$ cat src/rtl/ioctl_rom_loader_if.sv
// SDRAM write port between the ROM loader (master) and the SDRAM controller (slave).
interface ioctl_rom_loader_if #(
  parameter int WADDR_W = 24
);
  logic               o_SDRAM_WR_REQ;
  logic               i_SDRAM_WR_ACK;
  logic [WADDR_W-1:0] o_SDRAM_WR_ADDR;
  logic [15:0]        o_SDRAM_WR_DATA;
  logic [1:0]         o_SDRAM_WR_BE;

  modport master (
    output o_SDRAM_WR_REQ,
    output o_SDRAM_WR_ADDR,
    output o_SDRAM_WR_DATA,
    output o_SDRAM_WR_BE,
    input  i_SDRAM_WR_ACK
  );

  modport slave (
    input  o_SDRAM_WR_REQ,
    input  o_SDRAM_WR_ADDR,
    input  o_SDRAM_WR_DATA,
    input  o_SDRAM_WR_BE,
    output i_SDRAM_WR_ACK
  );
endinterface

$ cat src/rtl/ioctl_rom_loader.sv
// Packs the HPS ioctl byte stream into 16-bit SDRAM words through a small FIFO.
// Optional DIP-switch capture on index 254 when LOADER_DIPSW_EN is defined.
module ioctl_rom_loader #(
  parameter logic [7:0] ROM_INDEX  = 8'd0,
  parameter int         FIFO_DEPTH = 4,
  parameter int         WADDR_W    = 24
) (
  input  logic        i_EMU_MCLK,
  input  logic        i_EMU_INITRST,
  input  logic [15:0] ioctl_index,
  input  logic        ioctl_download,
  input  logic [26:0] ioctl_addr,
  input  logic [7:0]  ioctl_data,
  input  logic        ioctl_wr,
  output logic        ioctl_wait,
  output logic        o_ROM_BUSY,
`ifdef LOADER_DIPSW_EN
  output logic [15:0] o_DIPSW,
`endif
  ioctl_rom_loader_if.master sdram
);

  localparam int PW = $clog2(FIFO_DEPTH);
  localparam int CW = PW + 1;
  localparam logic [CW-1:0] WAIT_LVL = CW'(FIFO_DEPTH - 1);

  typedef enum logic [1:0] {
    S_IDLE,
    S_LOAD,
    S_FLUSH,
    S_DRAIN
  } state_t;

  typedef struct packed {
    logic [WADDR_W-1:0] addr;
    logic [15:0]        data;
    logic [1:0]         be;
  } ent_t;

  state_t state_q, state_d;
  logic   dl_q;
  logic   restart_q, restart_d;
  logic   busy_q, busy_d;
  logic   flush;

  logic               pend_q, pend_d;
  logic [WADDR_W-1:0] pend_addr_q, pend_addr_d;
  logic [7:0]         pend_data_q, pend_data_d;

  logic          push;
  ent_t          push_ent;
  ent_t          mem_q [FIFO_DEPTH];
  logic [PW-1:0] wptr_q, rptr_q;
  logic [CW-1:0] cnt_q, cnt_d;
  logic          pop;

  logic req_q, req_d;
  ent_t out_q, out_d;
  logic wait_q;

  logic               idx_ok;
  logic               acc;
  logic               rise;
  logic [WADDR_W-1:0] waddr;
  logic               unused_bits;

  assign idx_ok = (ioctl_index[7:0] == ROM_INDEX);
  assign acc    = ioctl_wr & ioctl_download & idx_ok;
  assign rise   = ioctl_download & ~dl_q & idx_ok;
  assign waddr  = ioctl_addr[WADDR_W:1];

  assign unused_bits = ^{ioctl_index[15:8], ioctl_addr[26:WADDR_W+1]};

  always_ff @(posedge i_EMU_MCLK) begin
    if (i_EMU_INITRST) begin
      state_q   <= S_IDLE;
      restart_q <= 1'b0;
      busy_q    <= 1'b0;
      dl_q      <= 1'b0;
    end else begin
      state_q   <= state_d;
      restart_q <= restart_d;
      busy_q    <= busy_d;
      dl_q      <= ioctl_download;
    end
  end

  // DRAIN only finishes once nothing is queued, in flight or arriving.
  always_comb begin
    state_d = state_q;
    unique case (state_q)
      S_IDLE: begin
        if (rise) state_d = S_LOAD;
      end
      S_LOAD: begin
        if (!ioctl_download) state_d = S_FLUSH;
      end
      S_FLUSH: begin
        state_d = S_DRAIN;
      end
      S_DRAIN: begin
        if (cnt_q == '0 && !req_q && !push)
          state_d = (restart_q || rise) ? S_LOAD : S_IDLE;
      end
      default: state_d = S_IDLE;
    endcase
  end

  always_comb begin
    flush     = (state_q == S_FLUSH);
    busy_d    = (state_d != S_IDLE);
    restart_d = restart_q;
    if (rise && (state_q == S_FLUSH || state_q == S_DRAIN))
      restart_d = 1'b1;
    if (state_d == S_IDLE || state_d == S_LOAD)
      restart_d = 1'b0;
  end

  always_comb begin
    push        = 1'b0;
    push_ent    = {pend_addr_q, 8'h00, pend_data_q, 2'b01};
    pend_d      = pend_q;
    pend_addr_d = pend_addr_q;
    pend_data_d = pend_data_q;
    if (acc && !ioctl_addr[0]) begin
      push        = pend_q;
      pend_d      = 1'b1;
      pend_addr_d = waddr;
      pend_data_d = ioctl_data;
    end else if (acc && ioctl_addr[0]) begin
      push   = 1'b1;
      pend_d = 1'b0;
      if (pend_q && pend_addr_q == waddr)
        push_ent = {waddr, ioctl_data, pend_data_q, 2'b11};
      else
        push_ent = {waddr, ioctl_data, 8'h00, 2'b10};
    end else if (flush && pend_q) begin
      push   = 1'b1;
      pend_d = 1'b0;
    end
  end

  always_ff @(posedge i_EMU_MCLK) begin
    if (i_EMU_INITRST) begin
      pend_q      <= 1'b0;
      pend_addr_q <= '0;
      pend_data_q <= '0;
    end else begin
      pend_q      <= pend_d;
      pend_addr_q <= pend_addr_d;
      pend_data_q <= pend_data_d;
    end
  end

  assign cnt_d = cnt_q + CW'(push) - CW'(pop);

  always_ff @(posedge i_EMU_MCLK) begin
    if (i_EMU_INITRST) begin
      wptr_q <= '0;
      rptr_q <= '0;
      cnt_q  <= '0;
      wait_q <= 1'b0;
    end else begin
      if (push) wptr_q <= wptr_q + 1'b1;
      if (pop)  rptr_q <= rptr_q + 1'b1;
      cnt_q  <= cnt_d;
      wait_q <= (cnt_d >= WAIT_LVL);
    end
  end

  always_ff @(posedge i_EMU_MCLK) begin
    if (push) mem_q[wptr_q] <= push_ent;
  end

  // Head is latched when REQ rises and held until the accepting edge.
  always_comb begin
    pop   = req_q & sdram.i_SDRAM_WR_ACK;
    req_d = req_q;
    out_d = out_q;
    if (pop) begin
      req_d = 1'b0;
    end else if (!req_q && cnt_q != '0 && state_q != S_IDLE) begin
      req_d = 1'b1;
      out_d = mem_q[rptr_q];
    end
  end

  always_ff @(posedge i_EMU_MCLK) begin
    if (i_EMU_INITRST) begin
      req_q <= 1'b0;
      out_q <= '0;
    end else begin
      req_q <= req_d;
      out_q <= out_d;
    end
  end

  assign ioctl_wait            = wait_q;
  assign o_ROM_BUSY            = busy_q;
  assign sdram.o_SDRAM_WR_REQ  = req_q;
  assign sdram.o_SDRAM_WR_ADDR = out_q.addr;
  assign sdram.o_SDRAM_WR_DATA = out_q.data;
  assign sdram.o_SDRAM_WR_BE   = out_q.be;

`ifdef LOADER_DIPSW_EN
  logic [15:0] dipsw_q;

  always_ff @(posedge i_EMU_MCLK) begin
    if (i_EMU_INITRST)
      dipsw_q <= 16'hFFFF;
    else if (ioctl_wr && ioctl_download && ioctl_index[7:0] == 8'd254)
      dipsw_q[{ioctl_addr[0], 3'b000} +: 8] <= ioctl_data;
  end

  assign o_DIPSW = dipsw_q;
`endif

endmodule
$ cat src/flat_wrapper.sv
// flat-port wrapper written by rule: the top's interface ports become plain ports
module ioctl_rom_loader_flat 
#(
  parameter logic [7:0] ROM_INDEX  = 8'd0,
  parameter int         FIFO_DEPTH = 4,
  parameter int         WADDR_W    = 24
)
  (i_EMU_MCLK, i_EMU_INITRST, ioctl_index, ioctl_download, ioctl_addr, ioctl_data, ioctl_wr, ioctl_wait, o_ROM_BUSY, sdram_o_SDRAM_WR_REQ, sdram_o_SDRAM_WR_ADDR, sdram_o_SDRAM_WR_DATA, sdram_o_SDRAM_WR_BE, sdram_i_SDRAM_WR_ACK);
  ioctl_rom_loader_if #(.WADDR_W(WADDR_W)) sdram_i ();
  input  logic i_EMU_MCLK;
  input  logic i_EMU_INITRST;
  input  logic [15:0] ioctl_index;
  input  logic ioctl_download;
  input  logic [26:0] ioctl_addr;
  input  logic [7:0] ioctl_data;
  input  logic ioctl_wr;
  output logic ioctl_wait;
  output logic o_ROM_BUSY;
  output wire logic [$bits(sdram_i.o_SDRAM_WR_REQ)-1:0] sdram_o_SDRAM_WR_REQ;
  output wire logic [$bits(sdram_i.o_SDRAM_WR_ADDR)-1:0] sdram_o_SDRAM_WR_ADDR;
  output wire logic [$bits(sdram_i.o_SDRAM_WR_DATA)-1:0] sdram_o_SDRAM_WR_DATA;
  output wire logic [$bits(sdram_i.o_SDRAM_WR_BE)-1:0] sdram_o_SDRAM_WR_BE;
  input wire logic [$bits(sdram_i.i_SDRAM_WR_ACK)-1:0] sdram_i_SDRAM_WR_ACK;
  assign sdram_o_SDRAM_WR_REQ = sdram_i.o_SDRAM_WR_REQ;
  assign sdram_o_SDRAM_WR_ADDR = sdram_i.o_SDRAM_WR_ADDR;
  assign sdram_o_SDRAM_WR_DATA = sdram_i.o_SDRAM_WR_DATA;
  assign sdram_o_SDRAM_WR_BE = sdram_i.o_SDRAM_WR_BE;
  assign sdram_i.i_SDRAM_WR_ACK = sdram_i_SDRAM_WR_ACK;
  ioctl_rom_loader #(.ROM_INDEX(ROM_INDEX), .FIFO_DEPTH(FIFO_DEPTH), .WADDR_W(WADDR_W)) u_core (.i_EMU_MCLK(i_EMU_MCLK), .i_EMU_INITRST(i_EMU_INITRST), .ioctl_index(ioctl_index), .ioctl_download(ioctl_download), .ioctl_addr(ioctl_addr), .ioctl_data(ioctl_data), .ioctl_wr(ioctl_wr), .ioctl_wait(ioctl_wait), .o_ROM_BUSY(o_ROM_BUSY), .sdram(sdram_i));
endmodule
$ cat config.mk
export PLATFORM = sky130hd
export DESIGN_NAME = ioctl_rom_loader_flat
export DESIGN_NICKNAME = d
export VERILOG_FILES = /design/src/rtl/ioctl_rom_loader_if.sv /design/src/rtl/ioctl_rom_loader.sv /design/src/flat_wrapper.sv
export SDC_FILE = /design/constraint.sdc
export NUM_CORES = 1
export LEC_CHECK = 0
export ABC_AREA = 1
export CAP_MARGIN = 20
export CORE_AREA = 5 5 141 143
export DETAILED_ROUTE_END_ITERATION = 10
export DIE_AREA = 0 0 146 148
export PLACE_DENSITY = 0.79
export SLEW_MARGIN = 0
export SYNTH_ARGS = -nofsm -noshare
export SYNTH_HDL_FRONTEND = slang
export SYNTH_SLANG_ARGS = --single-unit
$ cat constraint.sdc
create_clock -name i_EMU_MCLK -period 5.52 [get_ports i_EMU_MCLK]
set_clock_uncertainty 0.2 [all_clocks]
set_input_delay 1.104 -clock i_EMU_MCLK [delete_from_list [all_inputs] [get_ports i_EMU_MCLK]]
set_output_delay 1.104 -clock i_EMU_MCLK [all_outputs]
set_load 0.02 [all_outputs]
# Yosys cells after proc, flatten, opt, wreduce, memory -nomap -nowiden
# Memories as Yosys holds them, arrays and structs flattened. A register that Yosys moved wholly into a read port is not among the register bits.
# Index checks and enable logic that the tools add are counted.
# totals
register_bits	47
mem_bits_rw	168
inputBits	56
output_inout_bits	45
word_cells	72
mem_count	1
# mem_list
memory	words	word_bits	read_ports	rd_clocked_by_memory_dff	wr	line_no	rtl
u_core.mem_q	4	42	1	1	1	ioctl_rom_loader.sv:52	ent_t mem_q [FIFO_DEPTH];
# classes
add_sub_neg	4
order_cmp	1
eq_ne	5
mux	16
n_bitwise	7
n_reduce_logical	26
# op_table
cell	n
two-way mux 42 bit	2
== test 24 bit	1
two-way mux 10 bit	1
logical AND 1 bit	9
two-way mux 1 bit	9
logical NOT 8 bit	1
case mux 2 bit (4 select lines)	1
two-way mux 2 bit	3
nonzero test 3 bit	2
bitwise AND 1 bit	5
adder 2 x 1 -> 2 bit (second input constant)	2
== test 2 x 1 -> 1 bit (second input constant)	2
== test 2 bit (second input constant)	2
logical NOT 2 bit	2
nonzero test 2 bit	2
OR reduction 2 bit	2
adder 3 x 1 -> 3 bit	1
>= comparator 3 x 2 -> 1 bit (second input constant)	1
logical NOT 1 bit	3
logical NOT 3 bit	1
logical OR 1 bit	3
subtractor 3 x 1 -> 3 bit	1
inverter 1 bit	2
AND reduction 2 bit	1

# Depth between registers and ports, before layout
# Gate-level depths: netlist of the first run.
# logic_depth
depth_word	12
depth_mapped	15
ltp_nobuf	14

# Worst setup path before layout of the first run
# OpenSTA, ideal clock, no wires.
# synth_path
path_kind	input-to-reg
startpoint	input ioctl_index[7]
endpoint	memory u_core.mem_q[0][0] (netlist name) (enable)
setup_ns	0.442
arrival_ns	3.549
required_time_ns	4.878
setup_slack_ns	1.329
cell_stages	8
n_path_buf	1
path_cell_list	nor2_1 nand2_1 nor2_4 nand2_2 nand2_1 nand2_2 buf_6 nor2_1
# synth_via
elab_chain_len	7
word_cells_on_any_way	8
cone_classes	mux (4); bitwise (1); reduce/logical (3)
# synth_rtl
element	line_no	rtl
start: declaration	flat_wrapper.sv:12	input logic [15:0] ioctl_index;
logical NOT 8 bit (*)	ioctl_rom_loader.sv:67	assign idx_ok = (ioctl_index[7:0] == ROM_INDEX);
bitwise AND 1 bit (*)	ioctl_rom_loader.sv:68	assign acc = ioctl_wr & ioctl_download & idx_ok;
logical AND 1 bit	ioctl_rom_loader.sv:130	end else if (acc && ioctl_addr[0]) begin
two-way mux 1 bit	ioctl_rom_loader.sv:130	
two-way mux 1 bit (*)	ioctl_rom_loader.sv:125	if (acc && !ioctl_addr[0]) begin
two-way mux 1 bit (*)	ioctl_rom_loader.sv:172	if (push) mem_q[wptr_q] <= push_ent;
two-way mux 1 bit (implied by the code) (*)	ioctl_rom_loader.sv:172	
end: declaration	ioctl_rom_loader.sv:52	
# Every way passes the cells marked *; elsewhere a longest branch is shown, timed or not.

# Worst setup path in the final report of the first run
# layout_path
startpoint	input ioctl_index[5]
endpoint	memory u_core.mem_q[0][17] (netlist name) (enable)
# Same word-level chain as after synthesis.

==> flow_summary.yaml, run 1 <==
placement:
  place.gp.congestion: 0.815
  dp_hpwl_um: 14200
  place_area_mm2: 0.0113
  pre_cts_slack_ps: 1520
  post-place-cells: 1271
  io_buffers: 90
clocking:
  root_buffer: "clkbuf_16"
  cts_buffers: 25
  cts_max_level: 1
  post_cts_buffers: 0
  cts_resized: 0
  cts_tree: "built"
  hold_buffers: 0
  clk_pin_slew_ps: 60
  clk_path_buf_depth: 3
  clk_latency_ps: 510
  cts.sinks: 257
worst_setup_path:
  path_class: "in2reg"
  cp-end-kind: "flop"
  slowest_delay_ps: 690
  r2r_end: "u_core.sdram.o_SDRAM_WR_ADDR[18]"
  critical_path.top_delay_family: "simple AND/OR/NAND/NOR gates"
  r2r_slack_ps: 2920
  crit_buf_inv: 2
  start_kind: "input pin"
  crit_chain: "clkdlybuf4s50_1, nor2_1, nand2_1, nor2_4, nand2_2, nand2_1, nand2_2, nor2_4, buf_4"
  arrival_ps: 3410
  crit_required_ps: 5490
  crit_path_top_delay_cell: "nor2_4"
  ff2ff_path_depth: 4
  r2r-start: "u_core.rptr_q[0]"
  path_max_fanout: 23
pwr:
  p_clk_share_pct: 44.5
  ir_worst_vdd_v: 0.000253
  power_frac_seq_pct: 53.5
  switchingPower_mw: 0.720
  p_sw_share_pct: 19.0
  p_leak_nw: 4.22
  power.total_mw: 3.79
  internal_power_mw: 3.07
  power.density_mw_per_mm2: 313
  p_comb_share_pct: 2.0
logic_synthesis:
  syn-cell-area_mm2: 0.0103
  synthFlopType: "edfxtp_1"
  syn_nets: 1056
  syn_area_per_cell_um2: 10.4
  async_flop_share_pct: 0
  netlist.area_leader.share_pct: 49.0
  synth_top_area_cell: "edfxtp_1"
  synth_area_leaders: "edfxtp_1, dfxtp_1, o21ai_0"
  ys_ff_latch: 257
  synth_edf_count: 168
  netlist_instances: 993
  synth_warnings: 0
  ys_seq_area_share_pct: 66.2
  synth_most_common_cell: "nor2_1"
  ys_top_cells_by_count: "nor2_1, o21ai_0, edfxtp_1, dfxtp_1, inv_1"
  synth_cell_types: 34
timing:
  setup_viol: 0
  rsz0062_at_grt: "no"
  period_needed_ps: 3440
  min_period_over_period_pct: 62.3
  hold_viol_final: 0
  slew_viol_final: 0
  slew_headroom_pct: 37.2
  worst_pin_slew_ps: 941
  fin_tns_setup_ps: 0
  fin_hold_ws_ps: 259
  fmax_ghz: 0.291
  fin_ws_ps: 2080
cells_and_area:
  layout-drive-gt1-share_pct: 6.10
  areaGrowthSynthToFinish_pct: 17.6
  fin_cells: 1317
  post-route-util_pct: 65.7
  fillers: 1335
  finish.net_count: 1127
  final_area_mm2: 0.0121
global_route:
  overflow: 0
  antenna_found_initial: 1
  grt_pass1_vias: 7128
  grt_max_degree: 66
  grtUsageTotal_pct: 21.4
  grt_first_pass_wirelength_um: 36900
floorplan:
  core_area_mm2: 0.0185
  die_w_um: 146
  io_pins: 101
  start_util_pct: 55.8
  dieArea_mm2: 0.0216
  rows: 50
  dieHeight_um: 148
job:
  cap_violations: 0
hold_path:
  hold_end: "u_core.restart_q"
  holdCritPathClass: "reg2reg"
  hold_depth: 2
  hold_start: "u_core.restart_q"
routing:
  first_iter_violations: 518
  via_count: 7289
  wl_per_cell_um: 17.9
  drc: 0
  firstDrtPassIters: 5
  via_per_inst: 5.53
  drt_wl_total_um: 23600
  ant_nets: 0
run_status:
  status: "finished clean"
## area by class of cell
class                   instances  area, um^2  share of cell area, %
well taps                     234         293                   2.42
clock buffers                  37         731                   6.03
multi-input cells             593        2860                   23.6
inverters                      84         315                   2.60
clock inverters                 8        86.3                  0.712
diodes                          1        2.50                 0.0206
flip-flops and latches        257        6830                   56.3
repair buffers                103        1010                   8.30
## metal layers
layer / track usage (%) / up-vias / wire (um)
met1: 27.9 / 3435 / 9590
met2: 37.6 / 282 / 11800
met3: 2.97 / 36 / 1770
met4: 6.16 / 0 / 444
met5: 0 / - / 0
li1: - / 3536 / -
## worst min-delay path, stage by stage, from the launching register on
cell and delay [ps]:
dfxtp_1 300, inv_1 70, a21oi_2 50
## power by group through the flow
| stage | logic [mW] | registers [mW] | clock network, mW |
|---|---|---|---|
| finish | 0.0775 | 2.02 | 1.69 |
| global route | 0.0840 | 2.02 | 1.77 |
| CTS | 0.0768 | 2.02 | 1.69 |
| detailed placement | 0.0760 | 2.07 | 0 |
| global placement | 0.0751 | 2.07 | 0 |
| floorplan | 0.0281 | 2.07 | 0 |
## state kept, by name, indices dropped and copies added, names as in the netlist
signal                        count
u_core.cnt_q                      3
u_core.state_q                    2
u_core.dl_q                       1
u_core.sdram.o_SDRAM_WR_REQ       1
u_core.pend_q                     1
u_core.pend_data_q                8
u_core.ioctl_wait                 1
u_core.mem_q                    168
u_core.o_ROM_BUSY                 1
u_core.wptr_q                     2
u_core.sdram.o_SDRAM_WR_ADDR     24
u_core.restart_q                  1
u_core.rptr_q                     2
u_core.pend_addr_q               24
u_core.sdram.o_SDRAM_WR_BE        2
u_core.sdram.o_SDRAM_WR_DATA     16
## layout by cell type, fill, tap and decap left out, drive strengths merged
| cell type | n |
|---|---|
| nor2 | 216 |
| nor3 | 1 |
| nor3b | 1 |
| xnor2 | 7 |
| dfxtp | 89 |
| diode | 1 |
| ha | 6 |
| nand4 | 3 |
| clkbuf | 37 |
| o211ai | 1 |
| o21ai | 199 |
| o31ai | 1 |
| nor4 | 1 |
| nand3 | 8 |
| bufinv | 2 |
| clkinv | 7 |
| a21oi | 39 |
| xor2 | 2 |
| a31oi | 42 |
| inv | 83 |
| nand2 | 65 |
| buf | 13 |
| fa | 1 |
| clkdlybuf4s50 | 90 |
| edfxtp | 168 |
## worst max-delay path by stage
| stage | startpoint | endpoint | slack (ps) | cells past startpoint |
|---|---|---|---|---|
| 2_1_floorplan | ioctl_index[7] | u_core.mem_q[0][0] | 1330 | 8 |
| 3_3_place_gp | ioctl_index[5] | u_core.mem_q[0][10] | 1560 | 9 |
| 3_5_place_dp | ioctl_index[5] | u_core.mem_q[0][10] | 1520 | 9 |
| 4_1_cts | ioctl_index[5] | u_core.mem_q[0][40] | 2030 | 9 |
| 5_1_grt | ioctl_index[7] | u_core.mem_q[0][16] | 1870 | 9 |
| 6_report | ioctl_index[5] | u_core.mem_q[0][17] | 2080 | 9 |
## logic make-up after synthesis
| logic type | count (synthesis) | share of synthesized area [%] |
|---|---|---|
| AOI/OAI and AO/OA | 282 | 14.3 |
| adders and majority gates | 7 | 0.923 |
| and+or+nand+nor | 295 | 11.5 |
| DFF | 257 | 66.2 |
| buffers and inverters | 143 | 6.31 |
| xor gates and xnor gates | 9 | 0.765 |
Power figures use the tool's default switching activity.
==> inputs of run 2 (changes only) <==
==> constraint.sdc (replaced) <==
create_clock -name i_EMU_MCLK -period 3.4 [get_ports i_EMU_MCLK]
set_clock_uncertainty 0.2 [all_clocks]
set_input_delay 0.68 -clock i_EMU_MCLK [delete_from_list [all_inputs] [get_ports i_EMU_MCLK]]
set_output_delay 0.68 -clock i_EMU_MCLK [all_outputs]
set_load 0.02 [all_outputs]
==> run 2 against run 1 <==
Effect of this change:
- via count rose by 0.71%
- routed wire length fell by 0.19%
- count of clock-buffer cells in the layout fell by 3
- first-iteration DRC count rose by 31%
- total power rose by 65%
- die area did not move
- register-to-register slack got worse by 1800 ps
- worst hold slack improved by 6.3 ps
- clock power rose by 68%
- cell area rose by 1.2%
- critical path type unchanged
- critical endpoint is now u_core.ioctl_wait
==> flow_summary.yaml, run 2 (synthesis gave the netlist of run 1 again) <==
global_route:
  grt_pass1_vias: 7283
  grt_max_degree: 86
  grtUsageTotal_pct: 21.5
  antenna_found_initial: 0
  overflow: 0
  grt_first_pass_wirelength_um: 37300
pwr:
  power.total_mw: 6.26
  p_sw_share_pct: 19.3
  ir_worst_vdd_v: 0.000453
  internal_power_mw: 5.06
  power_frac_seq_pct: 52.5
  p_comb_share_pct: 2.1
  switchingPower_mw: 1.21
  power.density_mw_per_mm2: 511
  p_clk_share_pct: 45.4
  p_leak_nw: 4.27
routing:
  first_iter_violations: 676
  drt_wl_total_um: 23500
  wl_met2_um: 11700
  wl_per_cell_um: 17.8
  route.met3.wl_um: 1620
  ant_nets: 0
  drc: 0
  firstDrtPassIters: 5
  via_count: 7341
  wl_met1_um: 9620
  via_per_inst: 5.54
  dr.max_layer_used: "met4"
timing:
  slew_viol_final: 0
  min_period_over_period_pct: 80.9
  worst_pin_slew_ps: 969
  fin_ws_ps: 649
  period_needed_ps: 2750
  hold_viol_final: 0
  slew_headroom_pct: 35.4
  setup_viol: 0
  fin_hold_ws_ps: 265
  rsz0062_at_grt: "no"
  fin_tns_setup_ps: 0
  fmax_ghz: 0.363
placement:
  pre_cts_slack_ps: 130
  place.gp.congestion: 0.806
  io_buffers: 90
  place_area_mm2: 0.0114
  dp_hpwl_um: 13500
clocking:
  cts_buffers: 26
  cts_max_level: 1
  clk_pin_slew_ps: 60
  cts_tree: "built"
  clk_latency_ps: 520
  root_buffer: "clkbuf_16"
  post_cts_buffers: 0
  cts_resized: 0
  cts.sinks: 257
  clk_path_buf_depth: 3
  hold_buffers: 0
floorplan:
  dieHeight_um: 148
  core_area_mm2: 0.0185
  rows: 50
  die_w_um: 146
  dieArea_mm2: 0.0216
  start_util_pct: 55.8
  io_pins: 101
cells_and_area:
  finish.net_count: 1133
  layout_commonest_cell: "nor2_1"
  areaGrowthSynthToFinish_pct: 19.0
  final_area_mm2: 0.0123
  regMostFlops: "u_core.mem_q"
  final_cell_mix: "nor2_1, o21ai_0, edfxtp_1, clkdlybuf4s50_1, dfxtp_1"
  fillers: 1327
  largest_reg_flops: 168
  antenna_cells: 0
  layout-drive-gt1-share_pct: 6.61
hold_path:
  holdCritPathClass: "reg2reg"
  hold_depth: 2
job:
  cap_violations: 0
worst_setup_path:
  crit_top_cell: "inv_1"
  crit_required_ps: 3630
  ff2ff_path_depth: 11
  start_kind: "input pin"
  crit_chain: "clkdlybuf4s50_1, nand2_1, inv_1, nand2_2, nand2_1, nand2_2, ha_1, inv_1, ha_1, inv_1, fa_1, xnor2_1, inv_1, o21ai_0"
  critical_path.top_delay_family: "buffers and inverters"
  arrival_ps: 2990
  crit_buf_inv: 5
  crit_path_top_delay_cell: "clkdlybuf4s50_1"
  cp-end-kind: "flop"
  slowest_delay_ps: 580
  path_max_fanout: 6
  path_class: "in2reg"
  crit_cells: 14
run_status:
  status: "finished clean"
run 2: final cells by class:
cell class              count  area, um^2  share of cell area, %
clock buffers              34         712                   5.80
clock inverters            14         148                   1.20
inverters                  84         315                   2.57
multi-input cells         593        2860                   23.3
flip-flops and latches    257        6830                   55.7
well taps                 234         293                   2.39
repair buffers            108        1110                   9.06
run 2: layer usage:
layer  up-vias  GRT usage (%)
met5         -              0
met3        50           2.91
li1       3544              -
met2       273           37.4
met4         0           7.95
met1      3474           27.9
run 2: metrics by stage:
stage | util [%] | std cells
floorplan | - | 993
global placement | 61.8 | 1276
detailed placement | 61.8 | 1276
CTS | 66.5 | 1324
global route | 66.5 | 1324
finish | 66.5 | 1324
run 2: power by group through the flow:
| stage | clock [mW] | combinational, mW | sequential (mW) |
|---|---|---|---|
| final | 2.84 | 0.131 | 3.29 |
| after global routing | 3.00 | 0.142 | 3.29 |
| after CTS | 2.88 | 0.131 | 3.29 |
| after detailed placement | 0 | 0.129 | 3.35 |
| after global placement | 0 | 0.128 | 3.35 |
| after floorplan | 0 | 0.0455 | 3.35 |
run 2: worst register-to-register path, cell delays in order, from the launching register on:
cell     delay (ps)
dfxtp_1         410
nand3_1         130
nand2_1         100
nand2_2          60
ha_1            260
inv_1            60
ha_1            130
inv_1            50
fa_1            400
xnor2_1         160
inv_1            60
o21ai_0         140
run 2: path summary, 6_finish.rpt:
| path | slack [ps] | startpoint | end |
|---|---|---|---|
| min | 270 | u_core.pend_data_q[3] | u_core.pend_data_q[3] |
| max reg2reg | 1150 | u_core.state_q[1] | u_core.ioctl_wait |
| max | 650 | ioctl_download | u_core.ioctl_wait |
| min reg2reg | 270 | u_core.pend_data_q[3] | u_core.pend_data_q[3] |
==> inputs of run 3 (changes only) <==
--- a/config.mk
+++ b/config.mk
@@ -7,10 +7,10 @@
 export LEC_CHECK = 0
 export ABC_AREA = 1
 export CAP_MARGIN = 20
-export CORE_AREA = 5 5 141 143
+export CORE_AREA = 5 5 149 151
 export DETAILED_ROUTE_END_ITERATION = 10
-export DIE_AREA = 0 0 146 148
-export PLACE_DENSITY = 0.79
+export DIE_AREA = 0 0 154 156
+export PLACE_DENSITY = 0.74
 export SLEW_MARGIN = 0
 export SYNTH_ARGS = -nofsm -noshare
 export SYNTH_HDL_FRONTEND = slang
==> constraint.sdc (replaced) <==
create_clock -name i_EMU_MCLK -period 2.5 [get_ports i_EMU_MCLK]
set_clock_uncertainty 0.2 [all_clocks]
set_input_delay 0.5 -clock i_EMU_MCLK [delete_from_list [all_inputs] [get_ports i_EMU_MCLK]]
set_output_delay 0.5 -clock i_EMU_MCLK [all_outputs]
set_load 0.02 [all_outputs]
==> run 3 against run 2 <==
Effect of this change:
- via count up 1.1%
- routed wire length up 1.4%
- total power up 35%
- non-clock buffer count up 27
- worst hold slack worse by 7.1 ps
- die area up 11%
- register-to-register slack worse by 770 ps
- count of clock-buffer cells in the layout unchanged
- core utilization down 5.5 points
- critical path type is now reg2out
==> flow_summary.yaml, run 3 (synthesis gave the netlist of run 1 again) <==
clocking:
  cts.sinks: 257
  clk_pin_slew_ps: 60
  hold_buffers: 0
  clk_latency_ps: 520
  clk_path_buf_depth: 3
  cts_tree: "built"
  cts_resized: 0
  root_buffer: "clkbuf_16"
  cts_buffers: 26
  cts_max_level: 1
  post_cts_buffers: 0
worst_setup_path:
  path_class: "reg2out"
  crit_chain: "clkdlybuf4s50_1"
  crit_required_ps: 1800
  start_kind: "flop"
  crit_path_top_delay_cell: "clkdlybuf4s50_1"
  slowest_delay_ps: 660
  cp-end-kind: "output pin"
  path_max_fanout: 5
  arrival_ps: 1660
  critical_path.top_delay_family: "buffers and inverters"
  crit_buf_inv: 1
cells_and_area:
  regMostFlops: "u_core.mem_q"
  layout-drive-gt1-share_pct: 9.76
  antenna_cells: 0
  final_cell_mix: "nor2_1, o21ai_0, edfxtp_1, clkdlybuf4s50_1, dfxtp_1"
  areaGrowthSynthToFinish_pct: 22.4
  layout_commonest_cell: "nor2_1"
  finish.net_count: 1160
  final_area_mm2: 0.0126
  largest_reg_flops: 168
  post-route-util_pct: 61.0
placement:
  place.gp.congestion: 0.833
  dp_hpwl_um: 14300
  io_buffers: 90
  place_area_mm2: 0.0118
routing:
  ant_nets: 0
  first_iter_violations: 572
  drt_wl_total_um: 23900
  via_per_inst: 5.33
  via_count: 7421
  firstDrtPassIters: 5
  drc: 0
  wl_per_cell_um: 17.2
hold_path:
  holdCritPathClass: "reg2reg"
timing:
  setup_viol: 0
  slew_viol_final: 0
  fin_hold_ws_ps: 258
  rsz0062_at_grt: "no"
  fmax_ghz: 0.423
  worst_pin_slew_ps: 655
  fin_tns_setup_ps: 0
  slew_headroom_pct: 55.9
  hold_viol_final: 0
  min_period_over_period_pct: 94.5
  period_needed_ps: 2360
run_status:
  status: "finished clean"
pwr:
  power.density_mw_per_mm2: 668
  p_leak_nw: 4.41
  power.total_mw: 8.43
  ir_worst_vdd_v: 0.000428
floorplan:
  die_w_um: 154
  start_util_pct: 49.8
  rows: 53
  dieHeight_um: 156
  io_pins: 101
  core_area_mm2: 0.0207
  dieArea_mm2: 0.0240
global_route:
  grt_pass1_vias: 7424
  grt_first_pass_wirelength_um: 38600
  overflow: 0
  grt_max_degree: 86
  grtUsageTotal_pct: 20.0
  antenna_found_initial: 0
job:
  cap_violations: 0
-- run 3: changes by cell type in the layout (fill, tap and decap cells not counted), sizes merged --
| cell | change |
|---|---|
| bufinv | -1 |
| clkinv | +1 |
| buf | +27 |
-- run 3: where the power goes --
| part | switching (mW) | internal, mW | total (mW) |
|---|---|---|---|
| combinational | 0.0930 | 0.0953 | 0.188 |
| clock | 1.56 | 2.21 | 3.77 |
| sequential | 0.000656 | 4.47 | 4.47 |
| total | 1.65 | 6.78 | 8.43 |
-- run 3: per-stage QoR --
stage,std cells,setup slack [ps]
3_5_place_dp,1344,-388
4_1_cts,1392,98.2
2_1_floorplan,993,-363
5_1_grt,1392,5.31
6_report,1392,137
3_3_place_gp,1344,-350
-- run 3: per-layer routing --
| layer | global-route usage, % | wire, um | vias to the layer above |
|---|---|---|---|
| met4 | 7.19 | 583 | 0 |
| li1 | - | - | 3605 |
| met3 | 3.02 | 1460 | 48 |
| met5 | 0 | 0 | - |
| met2 | 35.0 | 11800 | 241 |
| met1 | 25.5 | 10000 | 3527 |
-- run 3: cell type report --
cell class                 count  area (um^2)
clock buffer                  34          712
clock inverter                14          120
fill                        1704         8070
inverter                      84          315
multi-input combinational    593         2910
sequential                   257         6830
tap                          275          344
timing repair buffer         135         1390
-- run 3: worst paths after layout --
path	start	end	slack, ps	cells after the start
max	u_core.sdram.o_SDRAM_WR_REQ	sdram_o_SDRAM_WR_REQ	140	1
min reg2reg	u_core.restart_q	u_core.restart_q	260	2
max reg2reg	u_core.state_q[1]	u_core.ioctl_wait	380	11
min	u_core.restart_q	u_core.restart_q	260	2
-- run 3: worst register-to-register path, stage by stage (launching register included) --
cell	delay (ps)
dfxtp_1	420
nand3_1	120
nand2_1	80
nand2_2	80
ha_4	240
inv_2	60
ha_4	110
inv_2	30
fa_2	520
nor2_2	40
nand2_1	60
o21ai_1	50
